[src/rtl/multicycle_controller.sv]
// Multi-cycle MIPS control FSM: sequences fetch/decode/execute/memory/writeback
// and drives the datapath muxes and enables of a shared-ALU, shared-memory core.
module multicycle_controller #(
    parameter int unsigned ALUOP_W     = 4,
    parameter int unsigned MEM_WAIT_EN = 1
) (
    input  logic               clk,
    input  logic               rst,
    input  logic [5:0]         opcode,
    input  logic [5:0]         func,
    input  logic               zero,
    input  logic               mem_ready,
    output logic               pc_en,
    output logic [1:0]         PCselect,
    output logic               IorD,
    output logic               ir_write,
    output logic               MemRead,
    output logic               MemWrite,
    output logic               regWrite,
    output logic               RegDst,
    output logic               MemToReg,
    output logic               IsJal,
    output logic               IsLui,
    output logic               ALUsrcA,
    output logic [1:0]         ALUsrcB,
    output logic [ALUOP_W-1:0] ALUop,
    output logic               illegal,
    output logic [3:0]         state
);

    localparam logic [2:0] ALU_ADD = 3'd0;
    localparam logic [2:0] ALU_SUB = 3'd1;
    localparam logic [2:0] ALU_AND = 3'd2;
    localparam logic [2:0] ALU_OR  = 3'd3;
    localparam logic [2:0] ALU_SLT = 3'd4;

    typedef enum logic [3:0] {
        S_FETCH    = 4'd0,
        S_DECODE   = 4'd1,
        S_MEM_ADDR = 4'd2,
        S_MEM_RD   = 4'd3,
        S_MEM_WB   = 4'd4,
        S_MEM_WR   = 4'd5,
        S_EXEC     = 4'd6,
        S_ALU_WB   = 4'd7,
        S_BRANCH   = 4'd8,
        S_JUMP     = 4'd9,
        S_JR       = 4'd10,
        S_ILLEGAL  = 4'd11
    } state_t;

    state_t     cur_state;
    state_t     nxt_state;
    logic       mem_go;
    logic       op_lw;
    logic       op_sw;
    logic       op_rtype;
    logic       f_jr;
    logic       f_alu;
    logic       op_imm;
    logic       op_br;
    logic       op_j;
    logic [2:0] r_alu;
    logic [2:0] i_alu;

    // Memory phases advance on ready, or every cycle when waiting is disabled.
    assign mem_go   = mem_ready || (MEM_WAIT_EN == 0);

    assign op_lw    = (opcode == 6'd35);
    assign op_sw    = (opcode == 6'd43);
    assign op_rtype = (opcode == 6'd0);
    assign f_jr     = (func == 6'd8);
    assign f_alu    = func inside {6'd32, 6'd34, 6'd36, 6'd37, 6'd42};
    assign op_imm   = opcode inside {6'd8, 6'd12, 6'd13, 6'd10, 6'd15};
    assign op_br    = opcode inside {6'd4, 6'd5};
    assign op_j     = opcode inside {6'd2, 6'd3};
    assign state    = cur_state;

    // ALU operation selected by R-type func field.
    always_comb begin
        r_alu = ALU_ADD;
        case (func)
            6'd34:   r_alu = ALU_SUB;
            6'd36:   r_alu = ALU_AND;
            6'd37:   r_alu = ALU_OR;
            6'd42:   r_alu = ALU_SLT;
            default: r_alu = ALU_ADD;
        endcase
    end

    // ALU operation selected by immediate opcode; lui falls through to ADD.
    always_comb begin
        i_alu = ALU_ADD;
        case (opcode)
            6'd12:   i_alu = ALU_AND;
            6'd13:   i_alu = ALU_OR;
            6'd10:   i_alu = ALU_SLT;
            default: i_alu = ALU_ADD;
        endcase
    end

    always_ff @(posedge clk or negedge rst) begin
        if (!rst) cur_state <= S_FETCH;
        else      cur_state <= nxt_state;
    end

    // Next-state and datapath control decode.
    always_comb begin
        nxt_state = cur_state;
        pc_en     = 1'b0;
        PCselect  = 2'b00;
        IorD      = 1'b0;
        ir_write  = 1'b0;
        MemRead   = 1'b0;
        MemWrite  = 1'b0;
        regWrite  = 1'b0;
        RegDst    = 1'b0;
        MemToReg  = 1'b0;
        IsJal     = 1'b0;
        IsLui     = 1'b0;
        ALUsrcA   = 1'b0;
        ALUsrcB   = 2'b00;
        ALUop     = ALUOP_W'(ALU_ADD);
        illegal   = 1'b0;
        case (cur_state)
            S_FETCH: begin
                MemRead = 1'b1;
                ALUsrcB = 2'b01;
                if (mem_go) begin
                    ir_write  = 1'b1;
                    pc_en     = 1'b1;
                    nxt_state = S_DECODE;
                end
            end
            S_DECODE: begin
                ALUsrcB = 2'b11;
                if (op_lw || op_sw)                      nxt_state = S_MEM_ADDR;
                else if (op_rtype && f_jr)               nxt_state = S_JR;
                else if ((op_rtype && f_alu) || op_imm)  nxt_state = S_EXEC;
                else if (op_br)                          nxt_state = S_BRANCH;
                else if (op_j)                           nxt_state = S_JUMP;
                else                                     nxt_state = S_ILLEGAL;
            end
            S_MEM_ADDR: begin
                ALUsrcA   = 1'b1;
                ALUsrcB   = 2'b10;
                nxt_state = op_lw ? S_MEM_RD : S_MEM_WR;
            end
            S_MEM_RD: begin
                MemRead = 1'b1;
                IorD    = 1'b1;
                if (mem_go) nxt_state = S_MEM_WB;
            end
            S_MEM_WB: begin
                regWrite  = 1'b1;
                MemToReg  = 1'b1;
                nxt_state = S_FETCH;
            end
            S_MEM_WR: begin
                MemWrite = 1'b1;
                IorD     = 1'b1;
                if (mem_go) nxt_state = S_FETCH;
            end
            S_EXEC: begin
                ALUsrcA = 1'b1;
                if (op_rtype) begin
                    ALUsrcB = 2'b00;
                    ALUop   = ALUOP_W'(r_alu);
                end else begin
                    ALUsrcB = 2'b10;
                    ALUop   = ALUOP_W'(i_alu);
                end
                nxt_state = S_ALU_WB;
            end
            S_ALU_WB: begin
                regWrite  = 1'b1;
                RegDst    = op_rtype;
                IsLui     = (opcode == 6'd15);
                nxt_state = S_FETCH;
            end
            S_BRANCH: begin
                ALUsrcA   = 1'b1;
                ALUop     = ALUOP_W'(ALU_SUB);
                PCselect  = 2'b01;
                pc_en     = (opcode == 6'd5) ? ~zero : zero;
                nxt_state = S_FETCH;
            end
            S_JUMP: begin
                pc_en    = 1'b1;
                PCselect = 2'b10;
                if (opcode == 6'd3) begin
                    regWrite = 1'b1;
                    IsJal    = 1'b1;
                end
                nxt_state = S_FETCH;
            end
            S_JR: begin
                pc_en     = 1'b1;
                PCselect  = 2'b11;
                nxt_state = S_FETCH;
            end
            S_ILLEGAL: begin
                illegal   = 1'b1;
                nxt_state = S_FETCH;
            end
            default: nxt_state = S_FETCH;
        endcase
    end

endmodule

[config.mk]
export PLATFORM = sky130hd
export DESIGN_NAME = multicycle_controller
export DESIGN_NICKNAME = d
export VERILOG_FILES = /design/src/rtl/multicycle_controller.sv
export SDC_FILE = /design/constraint.sdc
export NUM_CORES = 1
export LEC_CHECK = 0
export ABC_AREA = 1
export ABC_CLOCK_PERIOD_IN_PS = 1420
export CORE_MARGIN = 4
export CORE_UTILIZATION = 35
export DETAILED_ROUTE_END_ITERATION = 12
export PLACE_DENSITY_LB_ADDON = 0.15
export SLEW_MARGIN = 20
export SYNTH_ARGS = -nofsm -noshare
export SYNTH_HDL_FRONTEND = slang
export SYNTH_SLANG_ARGS = --single-unit
[constraint.sdc]
create_clock -name clk -period 1.42 [get_ports clk]
set_clock_uncertainty 0.2 [all_clocks]
set_input_delay 0.213 -clock clk [delete_from_list [all_inputs] [get_ports clk]]
set_output_delay 0.213 -clock clk [all_outputs]
set_load 0.01 [all_outputs]
Yosys cells after proc, flatten, opt, wreduce, memory -nomap -nowiden
Cells that the tools add are included.
Storage, ports and cells
  input bits: 16
  bits in registers: 4
  output and inout bits: 24
Operators by class
  reductions and logical operators: 16
  bitwise operators: 1
  multiplexer cells: 32
  equal/unequal tests: 31
Operator list (count)
  $eq 6x6->1 const B: 7
  $eq 6x4->1 const B: 6
  $mux 4: 6
  $pmux 4 s6: 1
  $eq 4x3->1 const B: 4
  $eq 4x4->1 const B: 4
  $mux 1: 13
  $eq 6x2->1 const B: 2
  $eq 6x3->1 const B: 2
  $pmux 3 s4: 1
  $reduce_bool 5->1: 2
  $pmux 3 s3: 1
  $eq 4x2->1 const B: 2
  $pmux 2 s4: 1
  $reduce_or 2->1: 4
  $logic_not 6->1: 1
  $mux 2: 3
  $mux 3: 2
  $ne 2x2->1 const B: 3
  $pmux 2 s3: 1
  $pmux 3 s2: 1
  $eq 4x1->1 const B: 1
  $logic_not 4->1: 1
  $reduce_bool 2->1: 2
  other kinds (7): 9

Longest topological paths before layout
Gate-level depths: netlist (run 1).
  word-level depth: 8
  gate-level depth with buffers: 10

Least setup slack after synthesis (run 1)
No wires, ideal clock.
  kind: register -> output
  from: register cur_state[1], in the netlist state[1]
  to: output pc_en
  cell stages (with the launch flop): 7
  setup slack: -0.134 ns
  path buffers: 0
  required time: 1.007 ns
  arrival: 1.141 ns
  cell sequence: dfrtp_1 -> inv_1 -> nand2_1 -> nor2_1 -> inv_1 -> nor2_1 -> nand3b_1
Between the ends
  longest elaborated chain between the ends: 3
Ends and longest elaborated chain
  from (decl): RTL line 52  | state_t cur_state;
  from (signal assigned): RTL line 104  | else cur_state <= nxt_state;
  $eq 4x4->1: RTL line 125  | case (cur_state)
  $reduce_or 2->1 (no line)
  $pmux 1 s3 *: RTL line 125
  to (decl): RTL line 13  | output logic pc_en,
Mark *: on every way between the ends. The rest lies on a longest branch, timed or not.

Worst setup path after layout (run 1)
  from: register cur_state[3], in the netlist state[3]
  to: output IorD
Between the ends
  longest elaborated chain between the ends: 3
Ends and longest elaborated chain
  $eq 4x3->1 / $eq 4x2->1 (equally long branches): RTL line 125
  $reduce_or 2->1 (no line) *
  $mux 1 *: RTL line 125
  to (decl): RTL line 15  | output logic IorD,
Marked as above.

==> flow_summary.yaml, run 1 <==
clock_tree:
  cts_buffers: 3
  cts.path.max_buffers: 2
  cts_root_buf: "clkbuf_4"
  cts_tree: "yes"
  cts_sinks: 4
  htreeDepth: 1
  clkTransAtPathRegs_ns: 0.05
  clk_latency_ns: 0.25
setup_path:
  cp-endpoint: "IorD"
  crit_fanout: 4
  startpoint: "state[3]"
  criticalPathCategory: "flip-flop to primary output"
  critPathArrivalTime_ns: 1.52
  r2r-end: "state[0]"
  reg2reg_slack_ns: -0.36
  end_kind: "primary output"
  r2r-start: "state[3]"
  r2r_cells: 10
  start_kind: "flip-flop"
  worstPathRequired_ns: 1.01
drt:
  postRouteAntennaNets: 0
  drc_errors: 0
  dr.pass1.iters: 4
  num_vias: 1445
  vias_per_cell: 5.49
  wl_mm: 5.01
  wl_per_cell_um: 19.1
  drt_iter0_markers: 74
global_route:
  grt_pass1_wl_mm: 5.93
  grt-busiest-layer: "met2"
  gr-usage-met2_pct: 53.7
  antenna_found_initial: 0
  grt_max_degree: 8
  grt-ovfl-total: 0
  grt_util_all_layers_pct: 28.3
  gr-usage-met3_pct: 4.43
  first_global_vias: 1314
  grt_use_met1_pct: 29.2
synthesis:
  ys_seq_elements: 4
  synth_xor_area_share_pct: 0
  synth_top_family_by_area: "simple AND/OR/NAND/NOR gates"
  synth-adder-area-share_pct: 0
  syn_inst: 140
  synth_compound_area_share_pct: 10.3
  synthSimpleGateAreaFrac_pct: 58.5
  synthMuxAreaShare_pct: 0
  syn_area_um2: 729
  synth_warnings: 0
  synth_cell_types: 27
  synth_seq_area_share_pct: 13.7
  avgSynthCellArea_um2: 5.21
  synth_fp_nets: 156
timing:
  finalCriticalPeriod_ns: 1.93
  rsz0062_at_grt: "yes"
  fmax_ghz: 0.518
  setup_violations: 24
  hold_violations: 0
  worst_slack_ns: -0.510
  drv_slew: 0
  post-route-period-util_pct: 136
status:
  violations: "setup timing"
  outcome: "finished with violations"
final_layout:
  drive_gt1_share_pct: 60.2
  final_cell_count_no_fill: 263
  largest_register_ffs: 4
  diodes: 0
  area_growth_pct: 143
  final_area_um2: 1770
  final_nets: 254
power:
  swShare_pct: 50.3
  comb_power_share_pct: 86.9
  intPower_mw: 1.55
  ir_drop_v: 0.00154
  p_seq_share_pct: 7.9
  pwr-share-clk_pct: 5.3
  power_density_nw_per_um2: 1760
  p_sw_mw: 1.57
  p_leak_nw: 0.947
place:
  io_buffer_count: 38
  place_congestion: 0.914
  place_inst: 237
  placed_cell_area_um2: 1410
  dp_hpwl_mm: 2.39
floorplanning:
  io_pins: 40
  start_util_pct: 37.2
  core_region_area_um2: 1960
  die_h_um: 53.7
  die-area_um2: 2880
  rows: 16
  fp.dieW_um: 53.7
flow_run:
  cap_violations: 0
hold_path:
  worstHoldPathType: "input pin to flip-flop"
-- repair_timing --
| action | CTS | global route |
|---|---|---|
| hold endpoints to repair | 4 | 0 |
| setup buffers | 17 | 9 |
| pin swaps | 30 | 20 |
| hold buffers | 1 | 0 |
| gates resized for setup | 159 | 31 |
| endpoints found under the setup margin | 27 | 25 |
-- metal layers --
| layer | up-vias | wire length (µm) | part of all wire, % |
|---|---|---|---|
| met1 | 649 | 1770 | 35 |
| met2 | 123 | 2470 | 49 |
| met5 | - | 0 | 0 |
| li1 | 632 | - | - |
| met3 | 41 | 488 | 9.7 |
| met4 | 0 | 293 | 5.8 |
-- area by class of cell --
class                      instances  area (µm²)
inverter                          31         121
sequential                         4         101
tap                               27        33.8
fill                              98         189
timing repair buffer              94         787
multi-input combinational        104         707
clock buffer                       3        22.5
-- worst min path at each step --
stage,from,end,depth (start not counted)
detailed placement,rst,state[1],1
global route,opcode[4],state[1],6
finish,opcode[4],state[1],6
floorplan,rst,state[0],0
global placement,rst,state[1],1
CTS,opcode[4],state[1],6
-- through the flow --
step	utilization [%]	total power [mW]	hold WS (ns)	setup TNS [ns]	setup slack, ns
global placement	71.7	1.93	0.221	-13.12	-0.885
CTS	84.4	2.65	0.370	-5.89	-0.341
floorplan	-	0.965	-0.283	-0.123	-0.0764
global route	90.4	3.29	0.395	-9.73	-0.635
detailed placement	71.7	1.97	0.233	-13.81	-0.930
finish	90.4	3.13	0.347	-8.75	-0.510
-- power by group through the flow --
stage          Clock [mW]  Sequential, mW  Combinational [mW]
2_1_floorplan           0           0.237               0.729
3_3_place_gp            0           0.208                1.72
3_5_place_dp            0           0.214                1.76
4_1_cts             0.146           0.237                2.27
5_1_grt             0.165           0.246                2.88
6_report            0.165           0.246                2.72
-- cell usage after synthesis --
master,n,area (µm²)
nor3_2,1,10.0
nand3b_1,1,7.51
conb_1,1,3.75
inv_1,28,105
o21ai_0,3,15.0
o32ai_1,1,8.76
inv_2,3,11.3
buf_4,1,7.51
nor2_1,31,116
o21ai_2,1,8.76
a31oi_1,1,6.26
nor2_2,3,18.8
dfrtp_1,4,100
o21bai_1,1,7.51
o311ai_0,1,8.76
nand3_2,1,10.0
nor4_1,1,6.26
a21oi_1,1,5.00
nand2_1,30,113
nand4_1,2,12.5
a211oi_1,1,7.51
nor2_4,2,22.5
nand2_4,1,11.3
nand3_1,15,75.1
nand2_2,3,18.8
o21a_1,1,7.51
nor3_1,1,5.00
-- logic make-up (layout without fill, tap and decap cells) --
group           count (synthesis)  after routing
compound gates                 11             11
buf+inv                        32            128
simple gates                   92             92
other cells                     1              1
flops                           4              4
-- worst max-delay path, stage by stage (launching register included) --
cell	delay (ns)
dfrtp_1	0.41
inv_2	0.13
nand2_4	0.11
buf_12	0.14
nor2_4	0.12
inv_2	0.08
o21ai_1	0.11
buf_2	0.16
-- placed cells by master, fill, tap and decap left out, types with 10 or more instances in the layout --
| cell | count |
|---|---|
| buf_4 | 41 |
| nand2_1 | 23 |
| buf_6 | 19 |
| inv_1 | 15 |
| inv_2 | 14 |
| nor2_4 | 14 |
| buf_2 | 14 |
| nor2_1 | 13 |
| nand3_1 | 12 |
| dlygate4sd2_1 | 10 |
Power figures use the tool's default switching activity.
==> run 2, diff against run 1 <==
--- a/config.mk
+++ b/config.mk
@@ -6,9 +6,9 @@
 export NUM_CORES = 1
 export LEC_CHECK = 0
 export ABC_AREA = 1
-export ABC_CLOCK_PERIOD_IN_PS = 1420
+export ABC_CLOCK_PERIOD_IN_PS = 1800
 export CORE_MARGIN = 4
-export CORE_UTILIZATION = 35
+export CORE_UTILIZATION = 38
 export DETAILED_ROUTE_END_ITERATION = 12
 export PLACE_DENSITY_LB_ADDON = 0.15
 export SLEW_MARGIN = 20
==> constraint.sdc (replaced) <==
create_clock -name clk -period 1.8 [get_ports clk]
set_clock_uncertainty 0.2 [all_clocks]
set_input_delay 0.45 -clock clk [delete_from_list [all_inputs] [get_ports clk]]
set_output_delay 0.45 -clock clk [all_outputs]
set_load 0.01 [all_outputs]
==> flow_summary.yaml, run 2 <==
synthesis:
  synth_seq_area_share_pct: 13.7
  yosysTopAreaCellShare_pct: 16.0
  synth_edf_count: 0
  avgSynthCellArea_um2: 5.21
  synthTopCellsByArea: "nor2_1, nand2_1, inv_1"
  synth_warnings: 0
  yosys.area.top_type: "nor2_1"
  syn_inst: 140
  synth_fp_nets: 156
  synth_cell_types: 27
  synth_most_common_cell: "nor2_1"
  syn_area_um2: 729
  ys_top_cells_by_count: "nor2_1, nand2_1, inv_1, nand3_1, dfrtp_1"
  synth-async-reset-ratio_pct: 100
  ys_seq_elements: 4
  synthFlopType: "dfrtp_1"
status:
  toolErrorMsg: "[ERROR DPL-0038] Utilization greater than 100%, impossible to legalize"
  failing_step: "global routing"
  outcome: "did not finish"
place:
  place_congestion: 0.926
  io_buffer_count: 38
  place_inst: 237
  place_ws_ns: -1.05
  dp_hpwl_mm: 2.35
floorplanning:
  rows: 15
  io_pins: 40
  die_h_um: 51.8
  fp.dieW_um: 51.8
  start_util_pct: 41.3
timing:
  crit_endpoint: "pc_en"
  worst_endpoint_kind: "primary output"
clock_tree:
  cts_buffers: 3
  cts_root_buf: "clkbuf_4"
  htreeDepth: 1
  cts_sinks: 4
  cts.path.max_buffers: 2
global_route:
  grt_max_degree: 8
run 2: cell families after synthesis:
| group | synth area share (%) |
|---|---|
| DFF | 13.7 |
| buffers and inverters | 17.0 |
| other | 0.514 |
| AOI/OAI and AO/OA | 10.3 |
| and+or+nand+nor | 58.5 |
run 2: repair_timing:
| item | 4_1_cts |
|---|---|
| pin swaps | 28 |
| hold buffers | 0 |
| setup buffers | 12 |
| setup endpoints to repair | 27 |
| gates resized for setup | 192 |
run 2: through the flow:
step | hold slack (ns) | utilization (%) | setup TNS [ns] | instance area [µm²]
floorplan | -0.0456 | - | 0 | 734
global placement | 0.459 | 80.1 | -12.13 | 1410
detailed placement | 0.477 | 80.1 | -12.86 | 1410
CTS | 0.214 | 91.9 | -2.78 | 1620
==> run 3, diff against run 2 <==
--- a/config.mk
+++ b/config.mk
@@ -7,9 +7,9 @@
 export LEC_CHECK = 0
 export ABC_AREA = 1
 export ABC_CLOCK_PERIOD_IN_PS = 1800
-export CORE_MARGIN = 4
-export CORE_UTILIZATION = 38
+export CORE_AREA = 4 4 65 67
 export DETAILED_ROUTE_END_ITERATION = 12
+export DIE_AREA = 0 0 69 71
 export PLACE_DENSITY_LB_ADDON = 0.15
 export SLEW_MARGIN = 20
 export SYNTH_ARGS = -nofsm -noshare
==> flow_summary.yaml, run 3 (synthesis gave the netlist of run 1 again) <==
drt:
  wl_per_cell_um: 11.0
  vias_per_cell: 4.20
  dr.pass1.iters: 4
  postRouteAntennaNets: 0
  wl_mm: 3.10
  drt_iter0_markers: 39
  drc_errors: 0
  num_vias: 1179
global_route:
  grt_pass1_wl_mm: 5.03
  grt_max_degree: 8
  antenna_found_initial: 0
  grt_util_all_layers_pct: 12.0
  grt-ovfl-total: 0
  first_global_vias: 1211
place:
  place_ws_ns: -1.05
  io_buffer_count: 38
  dp_hpwl_mm: 2.42
  place_congestion: 0.929
setup_path:
  end_kind: "primary output"
  critPathArrivalTime_ns: 1.39
  crit_fanout: 7
  startpoint: "opcode[0]"
  start_kind: "input pin"
  r2r-end: "state[0]"
  reg2reg_slack_ns: 0.03
  criticalPathCategory: "input pin to primary output"
  worstPathRequired_ns: 1.15
  r2r_cells: 12
  cp-endpoint: "ALUop[2]"
  r2r-start: "state[3]"
clock_tree:
  cts_buffers: 3
  cts_sinks: 4
  htreeDepth: 1
  cts.path.max_buffers: 2
  clkTransAtPathRegs_ns: 0.03
  cts_root_buf: "clkbuf_8"
  clk_latency_ns: 0.21
  cts_tree: "yes"
flow_run:
  cap_violations: 0
floorplanning:
  fp.dieW_um: 69
  rows: 22
  io_pins: 40
  start_util_pct: 20.1
  die_h_um: 71
  core_region_area_um2: 3630
  die-area_um2: 4900
status:
  violations: "setup timing"
  outcome: "finished with violations"
timing:
  drv_slew: 0
  rsz0062_at_grt: "yes"
  worst_slack_ns: -0.236
  setup_violations: 19
  finalCriticalPeriod_ns: 2.04
  hold_violations: 0
  post-route-period-util_pct: 113
  fmax_ghz: 0.491
final_layout:
  final_util_pct: 48.2
  diodes: 0
  fillers: 389
  final_common_cell: "buf_4"
  largest_register_ffs: 4
  final_nets: 251
  drive_gt1_share_pct: 60.5
  layout_common_cells: "buf_4, nand2_1, buf_6"
  area_growth_pct: 140
hold_path:
  worstHoldPathType: "input pin to async pin"
power:
  p_total_mw: 2.18
  p_leak_nw: 0.918
  power_density_nw_per_um2: 1240
  ir_drop_v: 0.000357
## run 3: critical path, stage by stage
cell and delay (ns):
clkdlybuf4s15_2 0.24, nor2_4 0.13, nand3_4 0.14, a31oi_1 0.22, a211oi_2 0.06, buf_2 0.14
## run 3: worst min path at each step
stage                           to  slack (ns)
after CTS                 state[3]        0.25
after global routing      state[2]        0.25
after global placement    state[2]        0.46
after detailed placement  state[2]        0.47
final                     state[2]        0.24
after floorplan           state[0]       -0.05
## run 3: power breakdown
| part | internal (mW) | switching [mW] | total (mW) |
|---|---|---|---|
| Sequential | 0.135 | 0.0541 | 0.189 |
| Combinational | 0.934 | 0.866 | 1.80 |
| Clock | 0.142 | 0.0429 | 0.185 |
| Total | 1.21 | 0.963 | 2.18 |
## run 3: cell type report
type | count | area (µm²) | share of cell area (%)
sequential | 4 | 103 | 5.86
tap | 48 | 60.1 | 3.43
multi-input combinational | 104 | 684 | 39.1
timing repair buffer | 91 | 741 | 42.3
clock buffer | 3 | 41.3 | 2.36
inverter | 31 | 121 | 6.93
## run 3: routing by layer
metal	track usage [%]	part of all wire [%]	vias up
met4	2.82	0.42	0
met5	0	0	-
li1	-	-	621
met3	2.70	4.8	2
met2	21.9	52	32
met1	14.3	43	524
## run 3: metrics by stage
stage                     std cells  hold slack (ns)  cell area, µm²  setup TNS, ns
after global routing            281            0.250            1750          -4.22
after global placement          262            0.461            1450         -13.25
after CTS                       276            0.246            1630          -2.62
after floorplan                 140          -0.0456             734              0
after detailed placement        262            0.469            1450         -13.26
final                           281            0.241            1750          -2.73
## run 3: repair_timing
action	CTS	global route
hold endpoints to repair	0	0
resized for setup	174	28
pin swaps	28	15
setup buffers	11	7
setup endpoints to repair	26	21
hold buffers	0	0
==> run 4, diff against run 3 <==
--- a/config.mk
+++ b/config.mk
@@ -8,6 +8,7 @@
 export ABC_AREA = 1
 export ABC_CLOCK_PERIOD_IN_PS = 1800
 export CORE_AREA = 4 4 65 67
+export CTS_CLUSTER_SIZE = 40
 export DETAILED_ROUTE_END_ITERATION = 12
 export DIE_AREA = 0 0 69 71
 export PLACE_DENSITY_LB_ADDON = 0.15
==> results of run 4 <==
Same layout as run 3: the final DEF is identical, and so are final timing and power.
